[config.mk]
export PLATFORM = sky130hd
export DESIGN_NAME = data_memory_arbiter
export DESIGN_NICKNAME = d
export VERILOG_FILES = /design/src/rtl/mem_arb_pkg.sv /design/src/rtl/rr_arbiter2.sv /design/src/rtl/data_memory_arbiter.sv
export SDC_FILE = /design/constraint.sdc
export NUM_CORES = 1
export LEC_CHECK = 0
export BUFFER_PORTS_ARGS = -buffer_cell sky130_fd_sc_hd__buf_4
export CAP_MARGIN = 40
export CORE_AREA = 2 2 117 119
export DETAILED_ROUTE_END_ITERATION = 8
export DIE_AREA = 0 0 119 121
export HOLD_SLACK_MARGIN = 0.06
export PLACE_DENSITY = 0.62
export SKIP_CTS_REPAIR_TIMING = 1
export SYNTH_ARGS = -nofsm -noshare
export SYNTH_HDL_FRONTEND = slang
export SYNTH_SLANG_ARGS = --single-unit
[constraint.sdc]
create_clock -name clk -period 3.2 [get_ports clk]
set_input_delay 0.32 -clock clk [delete_from_list [all_inputs] [get_ports clk]]
set_output_delay 0.32 -clock clk [all_outputs]
set_load 0.1 [all_outputs]
[src/rtl/mem_arb_pkg.sv]
// Shared definitions for the two-port data memory arbiter: ownership states
// and requester port indices.
package mem_arb_pkg;

    typedef enum logic [1:0] {
        ST_ARB  = 2'd0,
        ST_OWN0 = 2'd1,
        ST_OWN1 = 2'd2
    } arb_state_e;

    localparam int unsigned NUM_PORTS = 2;
    localparam int unsigned PORT0     = 0;
    localparam int unsigned PORT1     = 1;

endpackage

[src/rtl/rr_arbiter2.sv]
// Combinational two-way pick: a current owner that still requests keeps the
// grant, otherwise a lone requester wins and a tie goes to the preferred port.
module rr_arbiter2
    import mem_arb_pkg::*;
(
    input  logic [NUM_PORTS-1:0] req_i,
    input  logic                 prio_i,
    input  arb_state_e           owner_i,
    output logic [NUM_PORTS-1:0] gnt_o
);

    // NOTE: gnt_o gets a default before any branch so no path leaves it unassigned (no latch).
    always_comb begin
        gnt_o = '0;
        if (owner_i == ST_OWN0 && req_i[PORT0]) begin
            gnt_o[PORT0] = 1'b1;
        end else if (owner_i == ST_OWN1 && req_i[PORT1]) begin
            gnt_o[PORT1] = 1'b1;
        end else if (req_i[PORT0] && req_i[PORT1]) begin
            gnt_o[prio_i] = 1'b1;
        end else begin
            gnt_o = req_i;
        end
    end

endmodule

[src/rtl/data_memory_arbiter.sv]
// Shares one single-port data memory between the core (port 0) and a DMA/debug
// master (port 1): round-robin fairness, bounded lock bursts, registered read data.
module data_memory_arbiter
    import mem_arb_pkg::*;
#(
    parameter int DATA_WIDTH = 32,
    parameter int MAX_BURST  = 4
) (
    input  logic                  clk,
    input  logic                  reset,

    input  logic                  m0_req_i,
    input  logic                  m0_we_i,
    input  logic [DATA_WIDTH-1:0] m0_addr_i,
    input  logic [DATA_WIDTH-1:0] m0_wdata_i,
    input  logic                  m0_lock_i,
    output logic                  m0_gnt_o,
    output logic                  m0_rvalid_o,
    output logic [DATA_WIDTH-1:0] m0_rdata_o,

    input  logic                  m1_req_i,
    input  logic                  m1_we_i,
    input  logic [DATA_WIDTH-1:0] m1_addr_i,
    input  logic [DATA_WIDTH-1:0] m1_wdata_i,
    input  logic                  m1_lock_i,
    output logic                  m1_gnt_o,
    output logic                  m1_rvalid_o,
    output logic [DATA_WIDTH-1:0] m1_rdata_o,

    output logic                  mem_write_o,
    output logic                  mem_read_o,
    output logic [DATA_WIDTH-1:0] mem_addr_o,
    output logic [DATA_WIDTH-1:0] mem_wdata_o,
    input  logic [DATA_WIDTH-1:0] mem_rdata_i
);

    localparam int CNT_W = $clog2(MAX_BURST) + 1;
    typedef logic [CNT_W-1:0] cnt_t;
    localparam cnt_t BURST_LAST = cnt_t'(MAX_BURST);

    arb_state_e            state_q, state_d;
    logic                  prio_q, prio_d;
    cnt_t                  cnt_q, cnt_d;
    logic [NUM_PORTS-1:0]  rvalid_q, rvalid_d;
    logic [DATA_WIDTH-1:0] rdata0_q, rdata0_d;
    logic [DATA_WIDTH-1:0] rdata1_q, rdata1_d;

    logic [NUM_PORTS-1:0]  req_v;
    logic [NUM_PORTS-1:0]  we_v;
    logic [NUM_PORTS-1:0]  gnt;
    logic                  any_gnt;
    logic                  win;
    logic                  win_we;
    logic                  win_lock;
    logic                  owner_hold;
    cnt_t                  cnt_inc;

    // Requests are masked while reset is held so nothing reaches the memory.
    assign req_v = {m1_req_i, m0_req_i} & {NUM_PORTS{reset}};
    assign we_v  = {m1_we_i, m0_we_i};

    rr_arbiter2 u_pick (
        .req_i   (req_v),
        .prio_i  (prio_q),
        .owner_i (state_q),
        .gnt_o   (gnt)
    );

    assign any_gnt    = |gnt;
    assign win        = gnt[PORT1];
    assign win_we     = win ? m1_we_i   : m0_we_i;
    assign win_lock   = win ? m1_lock_i : m0_lock_i;
    assign owner_hold = (state_q == ST_OWN0 && req_v[PORT0]) ||
                        (state_q == ST_OWN1 && req_v[PORT1]);
    assign cnt_inc    = cnt_q + cnt_t'(1);

    always_comb begin
        state_d = state_q;
        prio_d  = prio_q;
        cnt_d   = cnt_q;
        if (owner_hold) begin
            cnt_d = cnt_inc;
            if (!win_lock || cnt_inc == BURST_LAST) begin
                state_d = ST_ARB;
                prio_d  = ~win;
                cnt_d   = '0;
            end
        end else begin
            // No owner, or the owner dropped its request: plain arbitration this cycle.
            state_d = ST_ARB;
            cnt_d   = '0;
            if (any_gnt) begin
                if (win_lock) begin
                    state_d = win ? ST_OWN1 : ST_OWN0;
                    cnt_d   = cnt_t'(1);
                end else begin
                    prio_d = ~win;
                end
            end
        end
    end

    always_comb begin
        mem_write_o = 1'b0;
        mem_read_o  = 1'b0;
        mem_addr_o  = '0;
        mem_wdata_o = '0;
        if (any_gnt) begin
            mem_write_o = win_we;
            mem_read_o  = ~win_we;
            mem_addr_o  = win ? m1_addr_i  : m0_addr_i;
            mem_wdata_o = win ? m1_wdata_i : m0_wdata_i;
        end
    end

    assign rvalid_d = gnt & ~we_v;
    assign rdata0_d = rvalid_d[PORT0] ? mem_rdata_i : rdata0_q;
    assign rdata1_d = rvalid_d[PORT1] ? mem_rdata_i : rdata1_q;

    // NOTE: sequential state uses non-blocking assignments so every flop samples pre-edge values.
    always_ff @(posedge clk or negedge reset) begin
        if (!reset) begin
            state_q  <= ST_ARB;
            prio_q   <= 1'b0;
            cnt_q    <= '0;
            rvalid_q <= '0;
            rdata0_q <= '0;
            rdata1_q <= '0;
        end else begin
            state_q  <= state_d;
            prio_q   <= prio_d;
            cnt_q    <= cnt_d;
            rvalid_q <= rvalid_d;
            rdata0_q <= rdata0_d;
            rdata1_q <= rdata1_d;
        end
    end

    assign m0_gnt_o    = gnt[PORT0];
    assign m1_gnt_o    = gnt[PORT1];
    assign m0_rvalid_o = rvalid_q[PORT0];
    assign m1_rvalid_o = rvalid_q[PORT1];
    assign m0_rdata_o  = rdata0_q;
    assign m1_rdata_o  = rdata1_q;

endmodule

==> results.md, run 1 <==
* Status: complete, no violations
* Clk root buf: clkbuf_16
* Final setup viols at 0
* Row count at 42
* Final Skew at 0.0111 ns
* Post-DR wirelength/cell at about 18 µm
* DP Wirelength at ~10 mm
* Tightest Hold Check Type: primary input to flip-flop
* Req. time, crit path at ~2.9 ns
* Drt pass-1 iters at 4
* Post-synth cell types at 32
* CTS clk-pin slew, worst paths at about 0.060 ns
* Unrepaired setup endpoints after global routing: no
* Tightest Pin Transition at approximately 0.7 ns
* Syn Std Cell Area at about 3500 µm²
* CP bufs+invs at 5
* Die height at 121 µm
* Post-route ant nets at 0
* Final Wtd Congestion at 0.791
* Syn avg cell area at between 10 and 15 µm²
* Mapped Cells at approximately 260
* Post-synthesis sequential area ratio at about half
* Power Density at 821 nW/µm²
* CTS buffer count at 9
* Critical path depth at 9
* Core ar. at approximately 13000 µm²
* Reg-to-reg startpoint: state_q[0]$_DFFE_PN0P_
* Yosys warning count at 0
* Total Neg Setup Slack at 0 ns
* Sequential cell area at 1800 µm²
* Maxcap violations at 0
* Critical path class: primary input to output pin
* Area of the multi-input gates at roughly 1600 µm²
* CP endpoint: mem_wdata_o[2]
* Max transition margin at slightly above 50%
* CTS Buffer Depth at 2
* Synth top area share at between 50% and 60%
* Largest net degree at the start of global routing at 72
* Worst reg2reg endpoint: m1_rdata_o[29]$_DFFE_PN0P_
* Final wirelength at approximately 13 mm
* Layout filler cell count at ~1200
* Crit path cell chain: dlygate4sd3_1 > buf_4 > nand2_1 > a221oi_4 > buf_12 > nor2_4 > buf_12 > a22o_1 > buf_4
* Worst reg2reg setup slack at about 0.96 ns
* Grt ovf at 0
* VDD IR-drop max at 0.490 mV
* Vias in the first global route at 3536
* Clk_lat worst skew at 0.33 ns
* Slowest stage delay, CP at 0.55 ns
* CP Launch Type: primary input
* Final Hold Fails at 0
* Initial antenna violation count at 0
* Crit Path Max Fanout at 71
* Fmax at 333 MHz
* Worst setup margin at 0.198 ns
* Min Clock Period, post-route at 3.00 ns
* CP endpoint kind: output pin
* Initial Utilization at a little over a quarter
* First-pass GRT wire length at around 19 mm
* Family with the most delay on the worst path: buffers and inverters
* Post-route clock period utilization at between 90% and 100%
* #FFs+latches synth at a little over 70
* Layout cell share with drive strength beyond 1 at around 65%
* Slowest CP cell: dlygate4sd3_1
* Worst R2R Path Depth at 5
* Static Leak at around 3.1 nW
* Ranking of synthesized cells by area: dfrtp_1 51%, a22o_1 16%, mux2_2 11%, mux2_1 9.3%, buf_6 2.6%
* Crit. Startpoint: reset
* Max-slew violations at 0
* Antenna fix cells at 0
* CTS tree: built
* I/O Pins at about 300
* DR vias/cell at roughly 4.6
* Routed vias at roughly 3400
* P&R area growth vs syn at 78.6%
* 1st-iter DRT viols at approximately 150
* Overall Global Routing Usage at between 10% and 20%
* Nets at just over 700
* Synth Net Count at roughly 430
* # H-tree levels at 3
* I/O Buffers at 301
* Yosys top cell by area: dfrtp_1
* WP data arrival at around 2.7 ns
* DP Worst Slack at approximately 0.66 ns
* DIE AREA at approximately 14000 µm²
* DIE WIDTH at around 120 µm
* Drt drc at 0
* Clk sinks at between 70 and 80
[cells by family after synthesis]
logic type / after synthesis / share of synthesized area (%)
DFF: 72 / 51.5
buffers and inverters: 23 / 4.90
and+or+nand+nor: 18 / 3.15
muxes: 66 / 21.2
adders and majority gates: 2 / 0.715
AOI/OAI and AO/OA: 74 / 18.3
xor gates and xnor gates: 1 / 0.250
[cells in the final DEF (no fill, tap or decap)]
| cell | instances |
|---|---|
| nor2b_4 | 1 |
| o21ai_0 | 1 |
| buf_16 | 1 |
| and2_1 | 2 |
| mux2_2 | 35 |
| clkinv_4 | 1 |
| mux2i_1 | 2 |
| and3_1 | 1 |
| bufinv_16 | 1 |
| a221oi_4 | 1 |
| a31oi_1 | 1 |
| inv_1 | 1 |
| nor2b_1 | 3 |
| nor3_4 | 1 |
| a22o_1 | 64 |
| nor3_1 | 1 |
| clkinv_2 | 1 |
| nand2b_1 | 1 |
| mux2_1 | 29 |
| a32o_1 | 2 |
| a211oi_1 | 1 |
| clkbuf_1 | 1 |
| buf_12 | 4 |
| nor2_1 | 2 |
| dfrtp_1 | 72 |
| nand2_1 | 2 |
| or2_2 | 1 |
| buf_4 | 302 |
| a211o_1 | 1 |
| nand3_1 | 1 |
| clkbuf_16 | 9 |
| nor2_4 | 1 |
| a32oi_1 | 1 |
| o21ai_1 | 1 |
| a21oi_1 | 1 |
| nand4b_1 | 1 |
| clkinvlp_4 | 2 |
| xor2_1 | 1 |
| ha_1 | 2 |
| dlygate4sd3_1 | 1 |
[flip-flops by register name, indices dropped and copies added, names as in the netlist]
| signal | cells |
|---|---|
| state_q | 2 |
| prio_q | 1 |
| cnt_q | 3 |
| m1_rdata_o | 32 |
| m0_rdata_o | 32 |
| rvalid_q | 2 |
[synth_stat cells]
| cell | count |
|---|---|
| a211o_1 | 1 |
| a211oi_1 | 1 |
| a21oi_1 | 1 |
| a221oi_2 | 1 |
| a22o_1 | 64 |
| a31oi_1 | 1 |
| a32o_1 | 2 |
| a32oi_1 | 1 |
| and2_1 | 2 |
| and3_1 | 1 |
| buf_2 | 5 |
| buf_4 | 5 |
| buf_6 | 8 |
| clkbuf_1 | 4 |
| dfrtp_1 | 72 |
| ha_1 | 2 |
| inv_1 | 1 |
| mux2_1 | 29 |
| mux2_2 | 35 |
| mux2i_1 | 2 |
| nand2_1 | 2 |
| nand2b_1 | 1 |
| nand3_1 | 1 |
| nand4b_1 | 1 |
| nor2_1 | 3 |
| nor2b_1 | 4 |
| nor3_1 | 1 |
| nor3_4 | 1 |
| o21ai_0 | 1 |
| o21ai_1 | 1 |
| or2_2 | 1 |
| xor2_1 | 1 |
[worst min-delay path by stage]
stage,endpoint,from,depth (start not counted)
CTS,m1_rdata_o[19]$_DFFE_PN0P_,reset,2
floorplan,cnt_q[0]$_DFF_PN0_,reset,0
global route,m0_rdata_o[7]$_DFFE_PN0P_,mem_rdata_i[7],2
finish,m0_rdata_o[11]$_DFFE_PN0P_,mem_rdata_i[11],2
global placement,m0_rdata_o[5]$_DFFE_PN0P_,m0_rdata_o[5]$_DFFE_PN0P_,1
detailed placement,m1_rdata_o[19]$_DFFE_PN0P_,reset,2
[worst register-to-register path, delay by kind of cell (launching register included)]
| kind | cells | cell delay (ns) |
|---|---|---|
| and+or+nand+nor | 2 | 0.68 |
| muxes | 1 | 0.36 |
| AOI/OAI and AO/OA | 1 | 0.44 |
| buffers and inverters | 1 | 0.25 |
| DFF | 1 | 0.39 |
[through the flow]
| stage | power [mW] | area, µm² | util [%] | hold slack [ns] | cells |
|---|---|---|---|---|---|
| finish | 5.13 | 6250 | 47.8 | 0.212 | 733 |
| floorplan | 3.47 | 3500 | - | 0.0244 | 256 |
| global route | 5.31 | 6250 | 47.8 | 0.212 | 733 |
| CTS | 5.18 | 6240 | 47.7 | -0.0900 | 732 |
| detailed placement | 4.19 | 5950 | 45.5 | 0.267 | 717 |
| global placement | 4.16 | 5930 | 45.3 | 0.470 | 716 |
[power by group]
part | total (mW) | switching, mW | internal (mW)
clock network | 0.968 | 0.369 | 0.599
registers | 1.21 | 0.103 | 1.10
logic | 2.96 | 2.29 | 0.666
total | 5.13 | 2.77 | 2.37
[area by class of cell]
| class | instances | share of cell area [%] |
|---|---|---|
| Inverter | 1 | 0.0600 |
| Multi-Input combinational cell | 161 | 24.8 |
| Clock inverter | 5 | 0.941 |
| Clock buffer | 10 | 3.66 |
| Sequential cell | 72 | 28.8 |
| Timing Repair Buffer | 308 | 38.2 |
| Tap cell | 176 | 3.52 |
[layer usage]
layer	vias up	global-route usage (%)	share of wire (%)
li1	1576	-	-
met1	1667	20.0	38
met2	155	29.9	52
met3	9	6.67	9.3
met4	0	3.20	0.65
met5	-	0	0
(Power assumes the default switching activity.)
==> run 2: changes to the inputs <==
--- a/config.mk
+++ b/config.mk
@@ -7,11 +7,12 @@
 export LEC_CHECK = 0
 export BUFFER_PORTS_ARGS = -buffer_cell sky130_fd_sc_hd__buf_4
 export CAP_MARGIN = 40
-export CORE_AREA = 2 2 117 119
+export CORE_AREA = 2 2 116 118
+export CTS_BUF_LIST = sky130_fd_sc_hd__clkbuf_2
 export DETAILED_ROUTE_END_ITERATION = 8
-export DIE_AREA = 0 0 119 121
+export DIE_AREA = 0 0 118 120
 export HOLD_SLACK_MARGIN = 0.06
-export PLACE_DENSITY = 0.62
+export PLACE_DENSITY = 0.63
 export SKIP_CTS_REPAIR_TIMING = 1
 export SYNTH_ARGS = -nofsm -noshare
 export SYNTH_HDL_FRONTEND = slang
==> results.md, run 2 (synthesis gave the netlist of run 1 again) <==
* Critical path class: flip-flop to output pin
* Slowest stage delay, CP at 0.53 ns (-0.02 ns)
* Tightest Hold Check Type: primary input to flip-flop
* Status: complete, no violations
* Final Wtd Congestion at 0.835 (+5.6%)
* Post-route clock period utilization at 93.5% (-0.27 points)
* WP data arrival at 2.67 ns (about the same)
* Row count at 42 (unchanged)
* Routed vias at 3619 (+6.2%)
* CTS clk-pin slew, worst paths at 0.19 ns (+0.13 ns)
* CP Launch Type: flip-flop
* Clk root buf: clkbuf_2
* Family with the most delay on the worst path: buffers and inverters
* Drt pass-1 iters at 4 (unchanged)
* DP Wirelength at 11.2 mm (+9.1%)
* I/O Pins at 302 (unchanged)
* Initial antenna violation count at 0 (unchanged)
* Finished Cell Area at 6460 µm² (+3.3%)
* Final Hold Fails at 0 (unchanged)
* Post-DR wirelength/cell at 18.5 µm (+4.0%)
* Grt ovf at 0 (unchanged)
* Final setup viols at 0 (unchanged)
* Tightest Pin Transition at 0.657 ns (-0.0595 ns)
* CTS buffer count at 9 (unchanged)
* Fmax at 334 MHz (+0.29%)
* Initial Utilization at 27.0% (+0.22 points)
* Core ar. at 13000 µm² (-0.80%)
* Final wirelength at 14.2 mm (+9.4%)
* Final Skew at 0.0364 ns (+0.0254 ns)
* Vias in the first global route at 3667 (+3.7%)
* DIE WIDTH at 118 µm (-0.84%)
* Core Util, Final at 49.7% (+2.0 points)
* Crit Path Max Fanout at 65 (-8.5%)
* Max-slew violations at 0 (unchanged)
* Min Clock Period, post-route at 2.99 ns (-0.00862 ns)
* P&R area growth vs syn at 84.5%
* Clk_lat worst skew at 0.51 ns (+0.18 ns)
* Most common cell on crit path: buf_4
* Clk sinks at 72 (unchanged)
* Slowest CP cell: buf_4
* Nets at 760 (+5.1%)
* Maxcap violations at 0 (unchanged)
* CP bufs+invs at 2 (-3)
* Max transition margin at 56.2% (+4.3 points)
* Post-route ant nets at 0 (unchanged)
* # H-tree levels at 3 (unchanged)
* CTS tree: built
* I/O Buffers at 301 (unchanged)
* Die height at 120 µm (-0.83%)
* Largest net degree at the start of global routing at 66 (-8.3%)
* Unrepaired setup endpoints after global routing: no
* Static Leak at 3.24 nW (+3.5%)
* Crit path cell chain: nor2b_1 > a221oi_4 > nor2_4 > buf_4 > a22o_1 > buf_4
* Req. time, crit path at 2.88 ns (about the same)
* Overall Global Routing Usage at 18.7% (+1.6 points)
* DIE AREA at 14200 µm² (-1.7%)
* Layout cell share with drive strength beyond 1 at 61.5% (-3.3 points)
* Power Density at 759 nW/µm² (-7.5%)
* CTS Buffer Depth at 2 (unchanged)
* Antenna fix cells at 0 (unchanged)
* Most common cell after layout, fill and taps aside: buf_4
* 1st-iter DRT viols at 248 (+71%)
* First-pass GRT wire length at 20.6 mm (+7.1%)
* CP endpoint kind: output pin
* Dpl cell area at 5920 µm² (-0.59%)
* Most frequent cells in the layout: 308 x buf_4, 72 x dfrtp_1, 64 x a22o_1, 35 x mux2_2, 35 x dlygate4sd3_1
* Drt drc at 0 (unchanged)
* DR vias/cell at 4.69 (+0.99%)
* VDD IR-drop max at 0.511 mV (+4.3%)
-- run 2: cell count changes in the layout (fill, tap and decap cells not counted), moves of 2 or more --
cell           delta
buf_12            -4
buf_4             +6
bufinv_16         +2
clkbuf_16         -9
clkbuf_2          +9
clkinvlp_4        -2
dlygate4sd3_1    +34
-- run 2: power breakdown --
group,internal [mW],switching (mW)
clock network,0.348,0.350
registers,1.10,0.0994
logic,0.690,2.32
total,2.14,2.77
-- run 2: through the flow --
stage,power [mW],hold slack [ns],setup WS [ns],std cells,TNS [ns]
2_1_floorplan,3.47,0.0244,0.0940,256,0
6_report,4.90,0.178,0.207,771,0
3_5_place_dp,4.19,0.392,0.535,719,0
4_1_cts,4.91,-0.252,-0.0702,735,-0.150
5_1_grt,5.07,0.117,0.00351,771,0
3_3_place_gp,4.17,0.470,0.606,718,0
-- run 2: cell type report --
type / instances / area (µm²)
Tap cell: 176 / 220
Multi-Input combinational cell: 161 / 1550
Inverter: 1 / 3.75
Timing Repair Buffer: 345 / 2710
Clock buffer: 9 / 45.0
Clock inverter: 7 / 128
Fill cell: 1151 / 6520
Sequential cell: 72 / 1800
-- run 2: per-layer routing --
layer	GRT usage, %	up-vias	share of wire, %
met1	23.2	1758	38
li1	-	1650	-
met5	0	-	0
met4	7.00	0	3.0
met2	28.9	194	47
met3	8.03	17	12
-- run 2: worst min-delay path: cells and delay by family --
| family | cells | cell delay, ns |
|---|---|---|
| simple gates | 1 | 0.11 |
| compound gates | 1 | 0.11 |
| buf+inv | 1 | 0.08 |
-- run 2: path summary, 6_finish.rpt --
path                       cells past startpoint  slack (ns)                   start                          to
max                                            6        0.21  state_q[1]$_DFFE_PN0P_             mem_wdata_o[20]
min                                            3        0.18               m0_lock_i      state_q[0]$_DFFE_PN0P_
max reg2reg                                    5        0.90  state_q[0]$_DFFE_PN0P_  m1_rdata_o[13]$_DFFE_PN0P_
min reg2reg                                    1        0.50      cnt_q[0]$_DFF_PN0_          cnt_q[0]$_DFF_PN0_
max in group asynchronous                      4        2.28                   reset   m0_rdata_o[3]$_DFFE_PN0P_
min in group asynchronous                      3        0.34                   reset  m1_rdata_o[18]$_DFFE_PN0P_
==> run 3: changes to the inputs <==
--- a/config.mk
+++ b/config.mk
@@ -7,12 +7,11 @@
 export LEC_CHECK = 0
 export BUFFER_PORTS_ARGS = -buffer_cell sky130_fd_sc_hd__buf_4
 export CAP_MARGIN = 40
-export CORE_AREA = 2 2 116 118
+export CORE_AREA = 2 2 117 119
 export CTS_BUF_LIST = sky130_fd_sc_hd__clkbuf_2
 export DETAILED_ROUTE_END_ITERATION = 8
-export DIE_AREA = 0 0 118 120
+export DIE_AREA = 0 0 119 121
 export HOLD_SLACK_MARGIN = 0.06
-export PLACE_DENSITY = 0.63
 export SKIP_CTS_REPAIR_TIMING = 1
 export SYNTH_ARGS = -nofsm -noshare
 export SYNTH_HDL_FRONTEND = slang
==> constraint.sdc (replaced) <==
create_clock -name clk -period 3.11 [get_ports clk]
set_input_delay 0.311 -clock clk [delete_from_list [all_inputs] [get_ports clk]]
set_output_delay 0.311 -clock clk [all_outputs]
set_load 0.1 [all_outputs]
==> results.md, run 3 (synthesis gave the netlist of run 1 again) <==
* Drt pass-1 iters at 4 (unchanged)
* VDD IR-drop max at 0.476 mV (-6.9%)
* Final setup viols at 0 (unchanged)
* Dpl cell area at 5920 µm² (about the same)
* Max-slew violations at 0 (unchanged)
* Grt ovf at 0 (unchanged)
* Min Clock Period, post-route at between 2 and 3 ns
* Static Leak at 3.22 nW (-0.52%)
* Post-route clock period utilization at roughly 93%
* Layout filler cell count at 1213 (+5.4%)
* Unrepaired setup endpoints after global routing: no
* DIE AREA at 14400 µm² (+1.7%)
* Hold WS at 0.164 ns (-0.0142 ns)
* First-pass GRT wire length at 19.9 mm (-3.5%)
* Total Neg Setup Slack at 0 ns (unchanged)
* DIE WIDTH at 119 µm (+0.85%)
* Initial Utilization at 26.7% (-0.22 points)
* P&R area growth vs syn at 83.4%
* Largest net degree at the start of global routing at 71 (+7.6%)
* Post-route insts no fill at 771 (unchanged)
* Core ar. at 13100 µm² (+0.81%)
* Vias in the first global route at 3571 (-2.6%)
* Die height at 121 µm (+0.83%)
* Routed vias at 3560 (-1.6%)
* DR vias/cell at 4.62 (-1.6%)
* Max transition margin at 47.2% (-9.0 points)
* Drt drc at 0 (unchanged)
* I/O Pins at 302 (unchanged)
* # H-tree levels at 3 (unchanged)
* Area of the multi-input gates at 1550 µm² (unchanged)
* Power Density at 773 nW/µm² (+1.7%)
* Clk root buf: clkbuf_2
* WP data arrival at 2.58 ns (-0.09 ns)
* Post-route ant nets at 0 (unchanged)
* Final Wtd Congestion at 0.743 (-11%)
* CTS tree: built
* Maxcap violations at 0 (unchanged)
* Req. time, crit path at 2.80 ns (-0.08 ns)
* Critical path class: primary input to output pin
* Initial antenna violation count at 0 (unchanged)
* I/O Buffers at 301 (unchanged)
* Antenna fix cells at 0 (unchanged)
* Nets at 760 (unchanged)
* CTS clk-pin slew, worst paths at 0.21 ns (+0.02 ns)
* Layout cell share with drive strength beyond 1 at 61.7% (+0.17 points)
* Final Hold Fails at 0 (unchanged)
* Tightest Hold Check Type: primary input to flip-flop
* Clk sinks at 72 (unchanged)
* Worst R2R Path Depth at 6 (+1)
* Cells on Worst Hold Path at 3 (unchanged)
* Tightest Pin Transition at 0.792 ns (+0.135 ns)
* CTS buffer count at 9 (unchanged)
* Sequential cell area at 1800 µm² (unchanged)
* CP Launch Type: primary input
* Status: complete, no violations
* Row count at 42 (unchanged)
* Total power at 4.96 mW (+1.2%)
* Final Skew at 0.0323 ns (-0.00415 ns)
* Clk_lat worst skew at 0.51 ns (about the same)
* Fmax at around 350 MHz
* CP endpoint kind: output pin
* Crit Path Max Fanout at 70 (+7.7%)
* Cells after DPL at 718 (-0.14%)
* 1st-iter DRT viols at 125 (-50%)
* Most common cell after layout, fill and taps aside: buf_4
* Most frequent cells in the layout: 309 x buf_4, 72 x dfrtp_1, 64 x a22o_1, 35 x mux2_2, 34 x dlygate4sd3_1
* Final wirelength at 14.0 mm (-2.0%)
* DP Wirelength at 10.9 mm (-2.2%)
* Overall Global Routing Usage at 18.0% (-0.73 points)
* Finished Cell Area at 6420 µm² (-0.58%)
* Post-DR wirelength/cell at 18.1 µm (-2.0%)
* CTS Buffer Depth at 2 (unchanged)
-- run 3: changes by cell type in the layout (fill, tap and decap cells not counted), sizes merged --
cell,delta
clkinv,-1
bufinv,-1
dlygate4sd3,-1
clkbuf,+1
buf,+1
clkinvlp,+1
-- run 3: layout make-up --
type / instances / share of cell area (%)
inverter: 1 / 0.0585
timing repair buffer: 345 / 42.1
tap: 176 / 3.43
multi-input combinational: 161 / 24.2
clock inverter: 6 / 1.40
sequential: 72 / 28.1
clock buffer: 10 / 0.780
-- run 3: where the power goes --
part / switching (mW) / total [mW] / internal [mW]
Combinational: 2.38 / 3.09 / 0.711
Clock: 0.359 / 0.633 / 0.274
Sequential: 0.105 / 1.24 / 1.13
Total: 2.84 / 4.96 / 2.12
-- run 3: path summary, 6_finish.rpt --
path,start,end,slack [ns]
setup / recovery,reset,mem_wdata_o[5],0.22
hold / removal,m0_lock_i,state_q[0]$_DFFE_PN0P_,0.16
setup reg to reg,state_q[0]$_DFFE_PN0P_,m1_rdata_o[6]$_DFFE_PN0P_,0.85
hold reg to reg,m0_rdata_o[22]$_DFFE_PN0P_,m0_rdata_o[22]$_DFFE_PN0P_,0.51
max in group asynchronous,reset,m1_rdata_o[22]$_DFFE_PN0P_,1.90
min in group asynchronous,reset,state_q[1]$_DFFE_PN0P_,0.20
-- run 3: per-stage QoR --
stage / setup WS, ns / util [%]
CTS: 0.0460 / 46.3
global placement: 0.714 / 45.2
finish: 0.219 / 49.1
floorplan: 0.0130 / -
detailed placement: 0.678 / 45.2
global route: 0.00686 / 49.1
-- run 3: worst max-delay path: stages --
cell,delay [ns]
dlygate4sd3_1,0.55
buf_4,0.21
nand2_1,0.15
a221oi_4,0.33
buf_12,0.32
a22o_1,0.31
buf_4,0.33
-- run 3: metal layers --
metal  share of wire, %  up-vias  GRT usage [%]
met4                1.4        0           3.65
met5                  0        -              0
li1                   -     1651              -
met3                8.4       16           6.39
met2                 51      150           30.4
met1                 40     1743           22.2
